[src/rtl/virtual_input_pkg.sv]
// virtual_input_pkg: shared sizes, code values and FSM state type for the virtual-input link.
`default_nettype none

package virtual_input_pkg;

  localparam int NUM_SWITCHES = 18;
  localparam int NUM_BUTTONS  = 3;
  localparam int CODE_W       = 5;

  localparam logic [CODE_W-1:0] CODE_BTN0  = 5'd18;
  localparam logic [CODE_W-1:0] CODE_BTN1  = 5'd19;
  localparam logic [CODE_W-1:0] CODE_BTN2  = 5'd20;
  localparam logic [CODE_W-1:0] CODE_CLEAR = 5'd31;

  typedef enum logic [1:0] {
    ST_IDLE   = 2'd0,
    ST_STROBE = 2'd1,
    ST_GAP    = 2'd2
  } vi_state_t;

endpackage

`default_nettype wire

[src/rtl/vi_prio_enc.sv]
// vi_prio_enc: lowest-set-bit encoder with a valid flag.
`default_nettype none

module vi_prio_enc #(
  parameter int WIDTH = 18,
  parameter int IDX_W = $clog2(WIDTH)
) (
  input  logic [WIDTH-1:0] vec,
  output logic [IDX_W-1:0] idx,
  output logic             valid
);

  // Scan from the top so the lowest set bit is the last one written.
  always_comb begin
    idx   = '0;
    valid = |vec;
    for (int i = WIDTH - 1; i >= 0; i--) begin
      if (vec[i]) idx = IDX_W'(i);
    end
  end

endmodule

`default_nettype wire

[src/rtl/virtual_input_tx.sv]
// virtual_input_tx: turns a target switch vector and button/clear requests into paced
// number/control codes, tracking the receiver's switch state in a shadow register.
`default_nettype none

module virtual_input_tx
  import virtual_input_pkg::*;
#(
  parameter int STROBE_CYCLES = 4,
  parameter int GAP_CYCLES    = 4
) (
  input  logic                    clk,
  input  logic                    reset,
  input  logic [NUM_SWITCHES-1:0] sw_target,
  input  logic [NUM_BUTTONS-1:0]  btn_req,
  input  logic                    clear_req,
  output logic [CODE_W-1:0]       number,
  output logic                    control,
  output logic [NUM_SWITCHES-1:0] sw_shadow,
  output logic                    busy
);

  localparam int CNT_MAX = (STROBE_CYCLES > GAP_CYCLES) ? STROBE_CYCLES : GAP_CYCLES;
  localparam int CNT_W   = $clog2(CNT_MAX + 1);
  localparam int IDX_W   = $clog2(NUM_SWITCHES);

  vi_state_t                state;
  logic [CNT_W-1:0]         cnt;
  logic [NUM_BUTTONS-1:0]   btn_pend;
  logic                     clr_pend;

  logic [NUM_SWITCHES-1:0]  diff;
  logic [IDX_W-1:0]         sw_idx;
  logic                     sw_valid;
  logic [NUM_BUTTONS-1:0]   btn_eff;
  logic                     clr_eff;
  logic [CODE_W-1:0]        sel_code;
  logic [NUM_BUTTONS-1:0]   btn_take;
  logic                     clr_take;
  logic                     sw_take;
  logic                     work;
  logic                     load;
  logic [NUM_SWITCHES-1:0]  shadow_next;

  assign diff    = sw_target ^ sw_shadow;
  assign btn_eff = btn_pend | btn_req;
  assign clr_eff = clr_pend | clear_req;

  vi_prio_enc #(
    .WIDTH (NUM_SWITCHES),
    .IDX_W (IDX_W)
  ) u_sw_enc (
    .vec   (diff),
    .idx   (sw_idx),
    .valid (sw_valid)
  );

  always_comb begin
    sel_code = number;
    btn_take = '0;
    clr_take = 1'b0;
    sw_take  = 1'b0;
    if (clr_eff) begin
      sel_code = CODE_CLEAR;
      clr_take = 1'b1;
    end else if (sw_valid) begin
      sel_code = CODE_W'(sw_idx);
      sw_take  = 1'b1;
    end else begin
      casez (btn_eff)
        3'b??1: begin sel_code = CODE_BTN0; btn_take = 3'b001; end
        3'b?10: begin sel_code = CODE_BTN1; btn_take = 3'b010; end
        3'b100: begin sel_code = CODE_BTN2; btn_take = 3'b100; end
        default: ;
      endcase
    end
  end

  always_comb begin
    shadow_next = sw_shadow;
    if (clr_take)     shadow_next = '0;
    else if (sw_take) shadow_next = sw_shadow ^ (NUM_SWITCHES'(1) << sw_idx);
  end

  assign work = clr_eff | sw_valid | (|btn_eff);
  assign load = work && ((state == ST_IDLE) || (state == ST_GAP && cnt == '0));
  assign busy = (state != ST_IDLE);

  always_ff @(posedge clk) begin
    if (reset) begin
      state     <= ST_IDLE;
      cnt       <= '0;
      number    <= '0;
      control   <= 1'b0;
      sw_shadow <= '0;
      btn_pend  <= '0;
      clr_pend  <= 1'b0;
    end else begin
      // A request coinciding with consumption of an already-pending bit stays pending.
      if (load) begin
        btn_pend  <= (btn_eff & ~btn_take) | (btn_pend & btn_req & btn_take);
        clr_pend  <= (clr_eff & ~clr_take) | (clr_pend & clear_req & clr_take);
        state     <= ST_STROBE;
        cnt       <= CNT_W'(STROBE_CYCLES - 1);
        number    <= sel_code;
        control   <= 1'b1;
        sw_shadow <= shadow_next;
      end else begin
        btn_pend <= btn_eff;
        clr_pend <= clr_eff;
        case (state)
          ST_STROBE: begin
            if (cnt == '0) begin
              state   <= ST_GAP;
              cnt     <= CNT_W'(GAP_CYCLES - 1);
              control <= 1'b0;
            end else begin
              cnt <= cnt - 1'b1;
            end
          end
          ST_GAP: begin
            if (cnt == '0) state <= ST_IDLE;
            else           cnt   <= cnt - 1'b1;
          end
          ST_IDLE: ;
          default: state <= ST_IDLE;
        endcase
      end
    end
  end

endmodule

`default_nettype wire

[config.mk]
export PLATFORM = sky130hd
export DESIGN_NAME = virtual_input_tx
export DESIGN_NICKNAME = d
export VERILOG_FILES = /design/src/rtl/virtual_input_pkg.sv /design/src/rtl/vi_prio_enc.sv /design/src/rtl/virtual_input_tx.sv
export SDC_FILE = /design/constraint.sdc
export NUM_CORES = 1
export LEC_CHECK = 0
export CORE_ASPECT_RATIO = 1.75
export CORE_MARGIN = 2
export CORE_UTILIZATION = 50
export DETAILED_ROUTE_END_ITERATION = 12
export PLACE_DENSITY = 0.77
export SYNTH_ARGS = -nofsm -noshare
export SYNTH_HDL_FRONTEND = slang
export SYNTH_SLANG_ARGS = --single-unit
export TNS_END_PERCENT = 30
[constraint.sdc]
create_clock -name clk -period 4.05 [get_ports clk]
set_clock_uncertainty 0.05 [all_clocks]
set_input_delay 0.81 -clock clk [delete_from_list [all_inputs] [get_ports clk]]
set_output_delay 0.81 -clock clk [all_outputs]
set_load 0.03 [all_outputs]
---- After elaboration in Yosys (flattened, before gate mapping) ----
Cells that the tools add are included.
operators by class
  add/sub/neg operators ................... 1
  equality and inequality tests ........... 11
  shifts and indexed selects .............. 1
  muxes and demuxes ....................... 42
  bitwise gates (word level) .............. 17
  reduce and logical (&&, ||, !) cells .... 22
operators by type and width
  kind                    number
  $mux W5                 20
  $mux W18                2
  $xor A18 B18 Y18        2
  $reduce_or A18 Y1       1
  $shl A1 B5 Y18 const A  1
  $mux W3                 5
  $pmux W5 S3             1
  $reduce_and A2 Y1       5
  $reduce_bool A2 Y1      5
  $and A3 B3 Y3           3
  $pmux W3 S3             1
  $mux W1                 8
  $mux W2                 3
  $ne A2 B2 Y1 const B    3
  $ne A3 B3 Y1 const B    2
  $or A3 B3 Y3            2
  $pmux W2 S3             1
  $pmux W3 S2             1
  $reduce_and A3 Y1       2
  $reduce_bool A5 Y1      1
  $eq A2 B2 Y1 const B    2
  $or A1 B1 Y1            4
  $and A1 B1 Y1           3
  $eq A3 B3 Y1 const B    1
  13 further kinds        15
word-level totals
  bits in registers ....................... 33
  input port bits ......................... 24
  output and inout port bits .............. 25

---- Depth between registers and ports, before layout ----
  depth after elaboration ................. 23
  depth in mapped cells ................... 9
  gate-level depth less buffers ........... 8

---- By module ----
From an unflattened synthesis, not the netlist that was laid out.
unflattened totals
  cell total of the unflattened synthesis .. 238
  area, all modules ....................... 1921.8 sq um
by module, submodules not included
  module            instances  cells an instance  area each (sq um)  sequential area each (sq um)
  virtual_input_tx  1          202                1692.9             660.6
  vi_prio_enc       1          36                 229.0              0.0

---- Least setup slack after synthesis ----
Ideal clock, no wire load.
  kind .................................... input -> register
  start ................................... input sw_target[9]
  end ..................................... register sw_shadow[4]
  library setup time ...................... 0.070 ns
  data arrival time ....................... 2.630 ns
  data required time ...................... 3.930 ns
  setup slack ............................. 1.299 ns
  stages on the path ...................... 6
  path buffers ............................ 0
  path through ............................ xor2_1 -> or4_4 -> o311ai_4 -> nand4_2 -> or4_1 -> a21oi_1
between the ends
  word-level cells in the longest chain between the ends .. 15
  elaborated cells on any way between the ends .. 23
  classes of those cells .................. shift (1); mux (14); bitwise (4); reduce/logical (4)
ends and longest elaborated chain
  what                   RTL line                 source
  from (decl)            virtual_input_tx.sv:13   input logic [NUM_SWITCHES-1:0] sw_target,
  $xor A18 B18 Y18 *     virtual_input_tx.sv:44   assign diff = sw_target ^ sw_shadow;
  $mux W5 (10 in a row)  vi_prio_enc.sv:18        if (vec[i]) idx = IDX_W'(i);
  $shl A1 B5 Y18         virtual_input_tx.sv:81   else if (sw_take) shadow_next = sw_shadow ^ (NUM_SWITCHES'(1) << sw_idx);
  $xor A18 B18 Y18       virtual_input_tx.sv:81
  $mux W18               virtual_input_tx.sv:81
  $mux W18               virtual_input_tx.sv:80   if (clr_take) shadow_next = '0;
  to (signal assigned)   virtual_input_tx.sv:106  sw_shadow <= shadow_next;
  to (decl)              virtual_input_tx.sv:18   output logic [NUM_SWITCHES-1:0] sw_shadow,
Every way passes the cells marked *; elsewhere a longest branch is shown, timed or not. The select of a mux whose other input is x is not followed.
A chain may end at the register's enable or synchronous reset.

---- Worst setup path after layout ----
  start ................................... input sw_target[3]
  end ..................................... register sw_shadow[13]
between the ends
  word-level cells in the longest chain between the ends .. 9
  elaborated cells on any way between the ends .. 17
  classes of those cells .................. shift (1); mux (8); bitwise (4); reduce/logical (4)
ends and longest elaborated chain
  what                  RTL line
  $xor A18 B18 Y18 *    virtual_input_tx.sv:44
  $mux W5 (4 in a row)  vi_prio_enc.sv:18
  $shl A1 B5 Y18        virtual_input_tx.sv:81
  $xor A18 B18 Y18      virtual_input_tx.sv:81
  $mux W18              virtual_input_tx.sv:81
  $mux W18              virtual_input_tx.sv:80
Marks and branches as above.

==> run metrics <==
run status=completed; DR iter-0 viols=53; count of cell types in the netlist=55; # DRC=0; vias=2,221; WP data required=4.22 ns; Critical-path top delay cell=and4_1; setup tns final=0 ns; initial antenna violation count=0; Routed Antenna Nets=0; largest family of logic cells by synthesized area=compound AO/OA/AOI/OAI gates; Crit Path Category=in -> reg; WL/cell=16.94 um; Cell Count, Final, Fillers Out=350; crit path cell chain=clkdlybuf4s50_1 -> xnor2_1 -> and4_1 -> o2111ai_2 -> or3_4 -> or4_1 -> a21oi_1; post-CTS resize count=0; Skew-Pair Late Insertion Delay=0.29 ns; FF+latch count, synth=33; synthesized net count=277; Diodes inserted=0; crit path max fanout=8; Static Leak=0.9866 nW; adder-cell area share of the yosys netlist=2.097%; slew at the pin closest to its max-slew limit=0.9698 ns; total track usage=26.49%; TritonCTS Sinks=33; postcts setup bufs=0; # setup viols final=0; Max Fclk=310.3 MHz; CP endpoint kind=register; number of H-tree levels=2; Critical Path AT=3.39 ns; period utilization=79.56%; mux cell area share after synthesis=0%; RSZ-0062 raised after global routing=false; Core ar.=4150 um2; Worst VDD drop=232.4 uV; Cells after DPL=342; Die Height=90.72 um; PD cells=321.0 nW/um2; clk buf depth=2; Max Slew Vio Count=0; Post-synth EDFFs=0; Syn Area/Cell=8.559 um2; Main synth FF type=dfxtp_1; largest net degree at the start of global routing=19; Final Total Pwr=886.9 uW; maximum cell stage delay along the critical path=0.51 ns; layout overhead on the synthesized area=28.60%; Post-Synth Simple-Gate Area=23.30%; layout cells sized above 1=7.973%; PortBufs=48; Die ar.=4858 um2; Critical Path Start Type=input port; Hold Fails Final Rpt=0; register area share after synthesis=30.75%; YS warnings=0; Gate Count Post-Synth=251; synthesized area=2148 um2; WL final=5929 um; clock tree root buffer cell=clkbuf_8; Tmin final=3.222 ns; vias in the first global route=2,116; Clock Pin Slew Worst Setup and Hold Paths=0.07 ns; DP Wirelength=4600 um; XOR/XNOR Fraction of Synth Area=12.17%; total CTS buffers=5; post-synthesis compound-gate area fraction=28.95%; Ports=49; asr flop ratio synth=0%; row count=31; total global routing overflow=0; Hold Crit Class=reg -> reg; CTS tree=built; Post-CTS Hold Fix Bufs=0; die width=53.55 um; nets@finish=326; vias per cell=6.346; routability cong.=0.9191; first-pass GRT wire length=9701 um; Slew headroom=35.35%; initial core utilization=51.76%; Max-Cap Viols=0; TritonRoute pass-1 iters=5
==> flip-flops by register name, indices dropped and copies added (netlist names) <==
| register | flops |
|---|---|
| sw_shadow | 18 |
| number | 5 |
| btn_pend | 3 |
| cnt | 3 |
| state | 2 |
| clr_pend | 1 |
| control | 1 |
==> final cells by class <==
cell class / count / area, um2
tap: 49 / 61.31
fill: 375 / 1388
sequential: 33 / 660.6
timing repair buffer: 52 / 510.5
clock buffer: 6 / 72.57
clock inverter: 2 / 10.01
multi-input combinational: 203 / 1429
inverter: 5 / 18.77
==> per-stage QoR <==
stage                     setup WS (ns)  cell area, um2  hold WS [ns]  util [%]
after floorplan                   1.299            2148        0.3909         -
after global placement           0.5716            2680        0.3991     64.58
after detailed placement         0.5602            2680        0.4113     64.58
after CTS                        0.8586            2763        0.4195     66.57
after global routing             0.6609            2763        0.4656     66.57
final                            0.8277            2763        0.4203     66.57
==> critical path: cells and delay by family <==
kind	cells	cell delay, ns
simple gates	3	1.36
compound gates	2	0.43
buf+inv	1	0.41
xor+xnor	1	0.37
==> synthesized netlist by cell type, types with 2 or more instances <==
master	count	area, um2
or4_1	10	75.07
nor2b_1	3	18.77
maj3_1	2	20.02
a211oi_1	5	37.54
clkbuf_1	7	26.28
inv_1	5	18.77
nor2_1	17	63.81
or2_2	2	12.51
o21a_1	2	15.01
nor3_1	7	35.03
nand4_2	2	25.02
nand2_1	18	67.56
ha_1	2	25.02
xor2_1	14	122.6
a21o_1	4	30.03
o21ai_0	9	45.04
o31ai_1	11	82.58
a21oi_1	23	115.1
nor4_1	3	18.77
dfxtp_1	33	660.6
o32ai_1	2	17.52
or3_1	2	12.51
nand2b_1	2	12.51
o21ai_1	2	10.01
and4_1	2	17.52
a31oi_1	4	25.02
o311ai_0	7	61.31
nand4_1	10	62.56
nor4_4	2	42.54
xnor2_1	14	122.6
==> logic make-up after synthesis <==
kind of cell               Yosys count
xor gates and xnor gates            29
and+or+nand+nor                     84
adders and majority gates            4
AOI/OAI and AO/OA                   86
buffers and inverters               15
DFF                                 33
==> cells in the final DEF (no fill, tap or decap), types with 2 or more instances in the layout <==
cell	n
clkinv_2	2
nor2b_1	3
xor2_1	14
nor4_4	2
nor3_1	7
o21ai_1	2
a211oi_1	5
nand4_1	10
inv_1	5
a21oi_1	23
clkdlybuf4s50_1	48
clkbuf_8	5
ha_1	2
o21a_1	2
nand2b_1	2
xnor2_1	14
o31ai_1	11
or2_2	2
o32ai_1	2
a21o_1	4
o21ai_0	9
a31oi_1	4
nand2_1	18
nand4_2	2
nor2_1	17
nor4_1	3
buf_4	4
and4_1	2
or4_1	10
o311ai_0	7
or3_1	2
maj3_1	2
dfxtp_1	33
==> where the power goes <==
part	switching (mW)	leakage (nW)	internal [mW]	total, mW
clock network	0.125	0.0450	0.119	0.244
logic	0.175	0.671	0.105	0.280
registers	0.0178	0.270	0.345	0.363
total	0.317	0.987	0.569	0.887
==> final timing paths <==
check | cells after the start | endpoint | start | slack, ns
max reg2reg | 6 | sw_shadow[13] | sw_shadow[3] | 1.40
min | 2 | clr_pend | clr_pend | 0.42
max | 7 | sw_shadow[13] | sw_target[3] | 0.83
min reg2reg | 2 | clr_pend | clr_pend | 0.42
==> routing by layer <==
| metal | vias up | wire length (um) | GRT usage, % |
|---|---|---|---|
| met5 | - | 0 | 0 |
| met4 | 0 | 166 | 13.46 |
| met3 | 13 | 203 | 3.808 |
| met2 | 72 | 3337 | 49.38 |
| met1 | 1063 | 2222 | 26.08 |
| li1 | 1073 | - | - |
No activity file was read; power rests on OpenSTA's default activity.
